$ cat src/rtl/hb_decim.sv
// Half-band decimate-by-2 FIR with a serial MAC, valid/ready handshakes, bypass and output saturation.
// Build option: define HB_DECIM_ROUND_EN for round-half-up scaling; otherwise the result is truncated.
module hb_decim #(
  parameter int                   DW      = 35,
  parameter int                   CW      = 31,
  parameter int                   NPAIR   = 2,
  parameter int                   SHIFT   = 30,
  parameter logic [NPAIR*CW-1:0]  COEF    = {31'sd316817548, -31'sd54357298},
  parameter logic signed [CW-1:0] CCENTER = CW'(536870912)
) (
  input  logic                 clk,
  input  logic                 rst,
  input  logic                 in_vld,
  output logic                 in_rdy,
  input  logic signed [DW-1:0] in_dat,
  input  logic                 bypass,
  output logic                 out_vld,
  input  logic                 out_rdy,
  output logic signed [DW-1:0] out_dat,
  output logic                 ovf
);

  localparam int PW  = DW + 1;
  localparam int PRW = DW + CW + 1;
  localparam int AW  = PRW + $clog2(NPAIR + 1);
  localparam int AW1 = AW + 1;
  localparam int KW  = (NPAIR > 1) ? $clog2(NPAIR) : 1;

  localparam logic [1:0] S_IDLE = 2'd0;
  localparam logic [1:0] S_MAC  = 2'd1;
  localparam logic [1:0] S_CTR  = 2'd2;
  localparam logic [1:0] S_OUT  = 2'd3;

  localparam logic signed [DW-1:0] DMAX = {1'b0, {(DW-1){1'b1}}};
  localparam logic signed [DW-1:0] DMIN = {1'b1, {(DW-1){1'b0}}};

  logic [1:0]                 state_q, state_d;
  logic                       phase_q, phase_d;
  logic [KW-1:0]              k_q, k_d;
  logic signed [AW-1:0]       acc_q, acc_d;
  logic signed [DW-1:0]       e_q [2*NPAIR];
  logic signed [DW-1:0]       d_q [NPAIR];
  logic                       out_vld_q, out_vld_d;
  logic                       ovf_q, ovf_d;
  logic signed [DW-1:0]       out_dat_q, out_dat_d;
  logic                       shift_e, shift_d;
  logic signed [DW-1:0]       e_lo, e_hi;
  logic signed [CW-1:0]       coef_k;
  logic signed [PW-1:0]       pair_sum;
  logic signed [PRW-1:0]      prod;
  logic signed [AW-1:0]       ctr_prod;

  function automatic logic signed [AW:0] scale(input logic signed [AW-1:0] a);
    logic signed [AW:0] ext;
    ext = AW1'(a);
`ifdef HB_DECIM_ROUND_EN
    // One extra bit of headroom keeps the rounding offset from wrapping.
    ext = ext + (AW1'(1) <<< ((SHIFT > 0) ? SHIFT - 1 : 0)) * AW1'((SHIFT > 0) ? 1 : 0);
`endif
    return ext >>> SHIFT;
  endfunction

  function automatic logic [DW:0] saturate(input logic signed [AW:0] r);
    if (r > AW1'(DMAX))      return {1'b1, DMAX};
    else if (r < AW1'(DMIN)) return {1'b1, DMIN};
    else                     return {1'b0, r[DW-1:0]};
  endfunction

  assign in_rdy  = (state_q == S_IDLE);
  assign out_vld = out_vld_q;
  assign out_dat = out_dat_q;
  assign ovf     = ovf_q;

  // MAC operand select: pair k folds the k-th newest and k-th oldest even samples
  always_comb begin
    e_lo   = '0;
    e_hi   = '0;
    coef_k = '0;
    for (int i = 0; i < NPAIR; i++) begin
      if (k_q == KW'(i)) begin
        e_lo   = e_q[i];
        e_hi   = e_q[2*NPAIR-1-i];
        coef_k = COEF[i*CW +: CW];
      end
    end
    pair_sum = PW'(e_lo) + PW'(e_hi);
    prod     = PRW'(pair_sum) * PRW'(coef_k);
    ctr_prod = AW'(d_q[NPAIR-1]) * AW'(CCENTER);
  end

  always_comb begin
    state_d   = state_q;
    phase_d   = phase_q;
    k_d       = k_q;
    acc_d     = acc_q;
    out_vld_d = out_vld_q;
    out_dat_d = out_dat_q;
    ovf_d     = ovf_q;
    shift_e   = 1'b0;
    shift_d   = 1'b0;
    case (state_q)
      S_IDLE: begin
        if (in_vld) begin
          if (bypass) begin
            out_dat_d = in_dat;
            ovf_d     = 1'b0;
            out_vld_d = 1'b1;
            phase_d   = 1'b0;
            state_d   = S_OUT;
          end else if (!phase_q) begin
            shift_e = 1'b1;
            phase_d = 1'b1;
          end else begin
            shift_d = 1'b1;
            phase_d = 1'b0;
            acc_d   = '0;
            k_d     = '0;
            state_d = S_MAC;
          end
        end
      end
      S_MAC: begin
        acc_d = acc_q + AW'(prod);
        k_d   = k_q + KW'(1);
        if (k_q == KW'(NPAIR-1)) state_d = S_CTR;
      end
      S_CTR: begin
        acc_d                = acc_q + ctr_prod;
        {ovf_d, out_dat_d}   = saturate(scale(acc_d));
        out_vld_d            = 1'b1;
        state_d              = S_OUT;
      end
      S_OUT: begin
        if (out_rdy) begin
          out_vld_d = 1'b0;
          state_d   = S_IDLE;
        end
      end
      default: state_d = S_IDLE;
    endcase
  end

  // Register stage: control, accumulator, delay lines and output holding registers
  always_ff @(posedge clk or posedge rst) begin
    if (rst) begin
      state_q   <= S_IDLE;
      phase_q   <= 1'b0;
      k_q       <= '0;
      acc_q     <= '0;
      out_vld_q <= 1'b0;
      out_dat_q <= '0;
      ovf_q     <= 1'b0;
      for (int i = 0; i < 2*NPAIR; i++) e_q[i] <= '0;
      for (int i = 0; i < NPAIR; i++)   d_q[i] <= '0;
    end else begin
      state_q   <= state_d;
      phase_q   <= phase_d;
      k_q       <= k_d;
      acc_q     <= acc_d;
      out_vld_q <= out_vld_d;
      out_dat_q <= out_dat_d;
      ovf_q     <= ovf_d;
      if (shift_e) begin
        e_q[0] <= in_dat;
        for (int i = 1; i < 2*NPAIR; i++) e_q[i] <= e_q[i-1];
      end
      if (shift_d) begin
        d_q[0] <= in_dat;
        for (int i = 1; i < NPAIR; i++) d_q[i] <= d_q[i-1];
      end
    end
  end

endmodule
$ cat config.mk
export PLATFORM = sky130hd
export DESIGN_NAME = hb_decim
export DESIGN_NICKNAME = d
export VERILOG_FILES = /design/src/rtl/hb_decim.sv
export SDC_FILE = /design/constraint.sdc
export NUM_CORES = 2
export LEC_CHECK = 0
export BUFFER_PORTS_ARGS = -buffer_cell sky130_fd_sc_hd__buf_2
export CAP_MARGIN = 20
export CORE_UTILIZATION = 25
export CTS_BUF_LIST = sky130_fd_sc_hd__clkbuf_2 sky130_fd_sc_hd__clkbuf_4 sky130_fd_sc_hd__clkbuf_8
export CTS_CLUSTER_DIAMETER = 30
export DETAILED_ROUTE_END_ITERATION = 8
export PLACE_DENSITY_LB_ADDON = 0.3
export SLEW_MARGIN = 20
export SYNTH_ARGS = -nofsm -noshare
export SYNTH_HDL_FRONTEND = slang
export SYNTH_SLANG_ARGS = --single-unit
$ cat constraint.sdc
create_clock -name clk -period 14.4 [get_ports clk]
set_clock_uncertainty 0.2 [all_clocks]
set_input_delay 0.72 -clock clk [delete_from_list [all_inputs] [get_ports clk]]
set_output_delay 0.72 -clock clk [all_outputs]
set_load 0.02 [all_outputs]
-- Yosys cells after proc, flatten, opt, wreduce, memory -nomap -nowiden
Cells that the tools add are included.
- multiplexer cells: 37
- equality and inequality tests: 10
- order comparisons: 2
- multipliers: 1
- $add $sub $neg: 4
- reductions and logical operators: 11
- operators by type and width (operator ; count):
    69-bit two-way mux ; 3
    69-bit one-hot mux with 3 select lines ; 1
    35-bit two-way mux ; 4
    36-bit two-way mux ; 2
    35-bit one-hot mux with 2 select lines ; 1
    69-bit by 64-bit adder with 69-bit output ; 1
    69-bit by 67-bit adder with 69-bit output ; 1
    36-bit by 31-bit multiplier with 67-bit output ; 1
    39-bit by 35-bit > comparator with 1-bit output, second input constant ; 1
    39-bit by 35-bit less-than comparator with 1-bit output, second input constant ; 1
    35-bit by 35-bit adder with 36-bit output ; 1
    31-bit two-way mux ; 1
    1-bit two-way mux ; 16
    4-bit AND reduction ; 4
    2-bit two-way mux ; 5
    2-bit != test, second input constant ; 4
    2-bit one-hot mux with 4 select lines ; 1
    3-bit nonzero test ; 2
    2-bit == test, second input constant ; 2
    2-bit by 1-bit != test with 1-bit output, second input constant ; 2
    1-bit one-hot mux with 2 select lines ; 2
    2-bit nonzero test ; 2
    3-bit by 1-bit != test with 1-bit output, second input constant ; 1
    1-bit one-hot mux with 3 select lines ; 1
    other kinds (5) ; 5
- flip-flop bits (word level): 320
- logic and storage cells: 78

-- Logic depth before layout (Yosys ltp)
- word-level depth: 5
- mapped depth: 47
- depth with buffers taken out: 44

-- Worst setup path before layout
No wires, ideal clock.
- path kind: register to register
- start point: reg k_q
- end point: reg acc_q[65]
- path buffers: 5
- data arrival time: 11.680 ns
- slack: 2.378 ns
- cell stages (with the launch flop): 42
- cell sequence: dfrtp_1 clkbuf_1 clkbuf_1 clkbuf_1 mux2_2 ha_1 clkbuf_1 a21oi_1 o21bai_1 a21o_1 a31oi_1 o2111ai_1 o21ai_1 inv_1 nor2_1 clkbuf_1 inv_1 fa_1 [6 not listed] fa_1 inv_1 fa_1 inv_1 fa_1 ha_1 inv_1 nor3_1 nand2_1 nor2_1 nand3_1 o21ai_1 a41oi_1 o31ai_1 a21oi_1 o31a_1 xor2_1 o221ai_1
- word-level cells in the longest chain between the ends: 5
- elaborated cells on any way between the ends: 7
- those cells by class: add/sub (2); mul (1); mux (4)
- RTL lines (item ; line ; RTL):
    start, declared ; 39 ; logic [KW-1:0] k_q, k_d;
    start signal, assigned ; 158 ; k_q <= k_d;
    35-bit two-way mux ; 80 ; if (k_q == KW'(i)) begin
    35-bit by 35-bit adder with 36-bit output ; 86 ; pair_sum = PW'(e_lo) + PW'(e_hi);
    36-bit by 31-bit multiplier with 67-bit output * ; 87 ; prod = PRW'(pair_sum) * PRW'(coef_k);
    69-bit by 67-bit adder with 69-bit output * ; 123 ; acc_d = acc_q + AW'(prod);
    69-bit one-hot mux with 3 select lines * ; 101 ; case (state_q)
    end signal, assigned ; 149 ; acc_q <= '0;
    end signal, assigned ; 159 ; acc_q <= acc_d;
    end, declared ; 40 ; logic signed [AW-1:0] acc_q, acc_d;
Every way passes the cells marked *; elsewhere a longest branch is shown, timed or not.
A chain may end at the register's enable or synchronous reset.

-- Final worst setup path
Ends and elaborated chain as after synthesis.

==> results.md <==
- Counting instances, the worst hold path has a depth of 2.
- The category of the worst setup path capture point is a flip-flop.
- The min-delay analysis places its worst path in the category primary input to flip-flop.
- The largest single stage delay on the critical path is 0.98 ns.
- During placement, the flow inserted port buffers numbering 77.
- The starting density of the core is 0.252.
- Measured on the finished design, the core utilization comes to 0.281.
- By area the synthesized netlist is led by fa_1 (30%), dfrtp_1 (18%), ha_1 (16%).
- The share of flip-flops with an asynchronous set or reset is 1.00.
- Synthesis instantiated 72 different standard cells from the library.
- The initial DRC count is 1885.
- The height of the chip is 426 um.
- The critical path class is flip-flop to flip-flop.
- The netlist area before placement is approximately 45000 um^2.
- The origin of the critical flop-to-flop path is k_q.
- The post-CTS clock slew at the launch and capture registers of the worst setup and hold paths is 0.06 ns.
- Prior to clock tree synthesis, the placed netlist has a worst setup slack of approximately 1.3 ns.
- For hold timing, the worst endpoint is e_q[134].
- The post-route minimum period is between 10 and 15 ns.
- The startpoint class of the critical path is a flip-flop.
- The number of gates resized after CTS is 0.
- The layout-stage area growth over the synthesis result is 11.6%.
- The number of global-route vias before repair is 33.6k.
- After routing, the total negative slack on setup checks comes to 0 ns.
- The post-DP HPWL is ~110 mm.
- At the pin with the least slew margin, the transition time is 1.07 ns.
- The final count of pins violating max slew was 0.
- The worst slew margin relative to its limit is 0.282.
- TritonCTS created 77 clock buffers.
- The post-route clock period utilization is 0.942.
- The tree is rooted in a clkbuf_8.
- The core box area is between 150000 and 200000 um^2.
- The number of failing setup endpoints in the final timing report is 0.
- The remaining antenna violation count after routing is 0.
- The longest clock path from root to sink contains 3 buffers.
- Based on the critical path, the design can be clocked at up to ~74 MHz.
- The initialized floorplan defines between 150 and 200 standard-cell rows.
- The number of endpoints with negative hold slack in the final report is 0.
- Yosys printed 0 warnings.
- The share of post-route cells with drive strength above 1 is 0.135.
- In the routed design, unresolved DRC markers number 4.
- The final routed wirelength across all metal layers is about 130 mm.
- Among all stages on the critical path, the largest delay is contributed by nor4_1.
- The overall global routing resource usage is 0.151.
- Dividing the synthesized area by the synthesized cell count gives around 10 um^2.
- In this run, synthesis inferred 0 flip-flops with an integrated enable.
- After filler insertion, the fill cell instance count of the layout stands at ~19k.
- In the synthesized netlist, the cells that appear most often are inv_1 (1048), fa_1 (674), ha_1 (582).
- For the worst setup path, the data required time is between 10 and 15 ns.
- For this run, the detailed router's first-pass iteration total came to 7.
- In the final design database the tool counted between 5k and 6k nets.
- The count of cells along the worst register-to-register path is 35.
- TritonCTS built the clock tree.
- The average vias per placed instance is roughly 4.5.
- The least setup slack across all paths after layout is around 0.84 ns.
- The initial antenna violation count is 4.
- The peak fanout along the critical path is 54.
- The biggest area consumer among synthesized cells is fa_1.
- The post-CTS setup-driven buffer insertion count is 0.
- The number of standard cells after synthesis is 4498.
- The flow ran to the end, but the final reports show violations.
- In the synthesized netlist the dominant register cell turns out to be dfrtp_1.
- Max-cap violations in this run came to 0.
- Routability-driven placement finished with a final weighted congestion of between 0.8 and 0.9.
- In this run the count of I/O pins placed on the die edge is a little under 80.
- The number of vias after detailed routing is about 31k.
- Among the stages of the critical path, the cell type that occurs most often is fa_1.
- The share of the Yosys chip area taken by registers is 0.178.
- The checks that failed: design-rule violations.
- Setup repair after global routing left no endpoint under its margin.
- The count of state elements after synthesis is 319.
- The startpoint of the lowest-slack hold path is in_dat[29].
- The critical path arrival is around 14 ns.
- The depth of the CTS H-tree is 3.
- The wire length of the first global-routing pass is around 210 mm.
- The clock reaches the later pin of the worst-skew pair after 0.74 ns.
- In this run the horizontal extent of the chip is between 400 and 500 um.
- The setup slack of the worst register-to-register path is roughly 0.84 ns.
- Summed over all layers, the global routing overflow is 0.
- The floorplan step defined a die boundary enclosing approximately 180000 um^2.
- The endpoint identified for the worst register-to-register timing path is acc_q[65].
- The area share of the largest cell type after synthesis is 0.301.
- The number of sinks driven by the clock tree is 319.
- After detailed routing, the average wire length per cell comes to between 15 and 20 um.
- The maximum number of pins on one net before global-route repair is just under 90.
- The most instantiated library cell after synthesis is inv_1.
worst max-delay path by stage:
stage | to | startpoint | cells past startpoint | slack (ns)
floorplan | acc_q[65] | k_q | 41 | 2.38
global placement | acc_q[65] | k_q | 42 | 1.43
detailed placement | acc_q[65] | k_q | 39 | 1.31
CTS | acc_q[65] | k_q | 39 | 1.23
global route | acc_q[65] | k_q | 35 | 0.40
finish | acc_q[65] | k_q | 35 | 0.84
flip-flops by register name, indices dropped and copies added (netlist names):
| signal | count |
|---|---|
| state_q | 2 |
| phase_q | 1 |
| d_q | 70 |
| e_q | 140 |
| acc_q | 68 |
| out_vld | 1 |
| out_dat | 35 |
| k_q | 1 |
| ovf | 1 |
layout by cell type, fill, tap and decap left out, drive strengths merged, types with 11 or more instances in the layout:
| master | count |
|---|---|
| inv | 1050 |
| fa | 674 |
| ha | 582 |
| dfrtp | 319 |
| nand2 | 274 |
| mux2 | 260 |
| o21ai | 192 |
| a21oi | 166 |
| buf | 145 |
| nor2 | 135 |
| clkbuf | 104 |
| xnor2 | 98 |
| a21o | 75 |
| xor2 | 46 |
| or2 | 45 |
| nand4 | 34 |
| o21bai | 34 |
| o221ai | 33 |
| a31oi | 32 |
| nand3 | 31 |
| nand2b | 25 |
| and2 | 25 |
| a22o | 24 |
| nor2b | 22 |
| clkinv | 22 |
| o21a | 19 |
| nor3 | 18 |
| a211oi | 13 |
| and3 | 13 |
| o31ai | 13 |
| a221oi | 12 |
| dlygate4sd3 | 11 |
area by class of cell:
cell class | count | area (um^2) | area share
inverters | 1049 | 3950 | 0.0787
clock buffers | 104 | 1330 | 0.0266
repair buffers | 156 | 1010 | 0.0201
flip-flops and latches | 319 | 7990 | 0.159
diodes | 2 | 5.00 | 0.0000999
clock inverters | 35 | 429 | 0.00856
multi-input cells | 2989 | 32500 | 0.648
well taps | 2355 | 2950 | 0.0588
per-layer routing:
metal | global-route usage | wire, um | vias up
li1 | - | - | 14600
met1 | 0.207 | 61200 | 15900
met2 | 0.252 | 63800 | 616
met3 | 0.0208 | 4960 | 124
met4 | 0.0338 | 2800 | 0
met5 | 0 | 0 | -
metrics by stage:
step                std cells  hold WS [ns]  cell area, um^2
floorplan                4503         0.246            44900
global placement         6857         0.262            48200
detailed placement       6857         0.270            48200
CTS                      7007       0.00129            50100
global route             7008        0.0174            50100
finish                   7009        0.0807            50100
critical path, delay by kind of cell, from the launching register on:
| family | cells | cell delay (ns) |
|---|---|---|
| AO/OA/AOI/OAI | 9 | 2.88 |
| XOR/XNOR | 1 | 0.14 |
| adder cells (fa/ha/maj) | 9 | 3.88 |
| buffers and inverters | 6 | 2.23 |
| flip-flops | 1 | 0.87 |
| multiplexers | 1 | 0.45 |
| AND/OR/NAND/NOR | 9 | 2.62 |
logic make-up (layout without fill, tap and decap cells):
family | after synthesis | in the layout | share of synthesized area
compound gates | 675 | 675 | 0.0983
xor+xnor | 144 | 144 | 0.0281
fa+ha+maj | 1256 | 1256 | 0.463
simple gates | 645 | 645 | 0.0664
other cells | 2 | 9 | 0.000167
buf+inv | 1195 | 1344 | 0.101
flops | 319 | 319 | 0.178
mux | 262 | 262 | 0.0657
what timing repair did:
| action | CTS | global route |
|---|---|---|
| hold buffers | 11 | 0 |
| endpoints found under the setup margin | 0 | 0 |
| endpoints found under the hold margin | 97 | 0 |
Power is left out: the tool's default activity adds up to more than one toggle a clock period on the data nets, which glitch-free logic cannot reach.
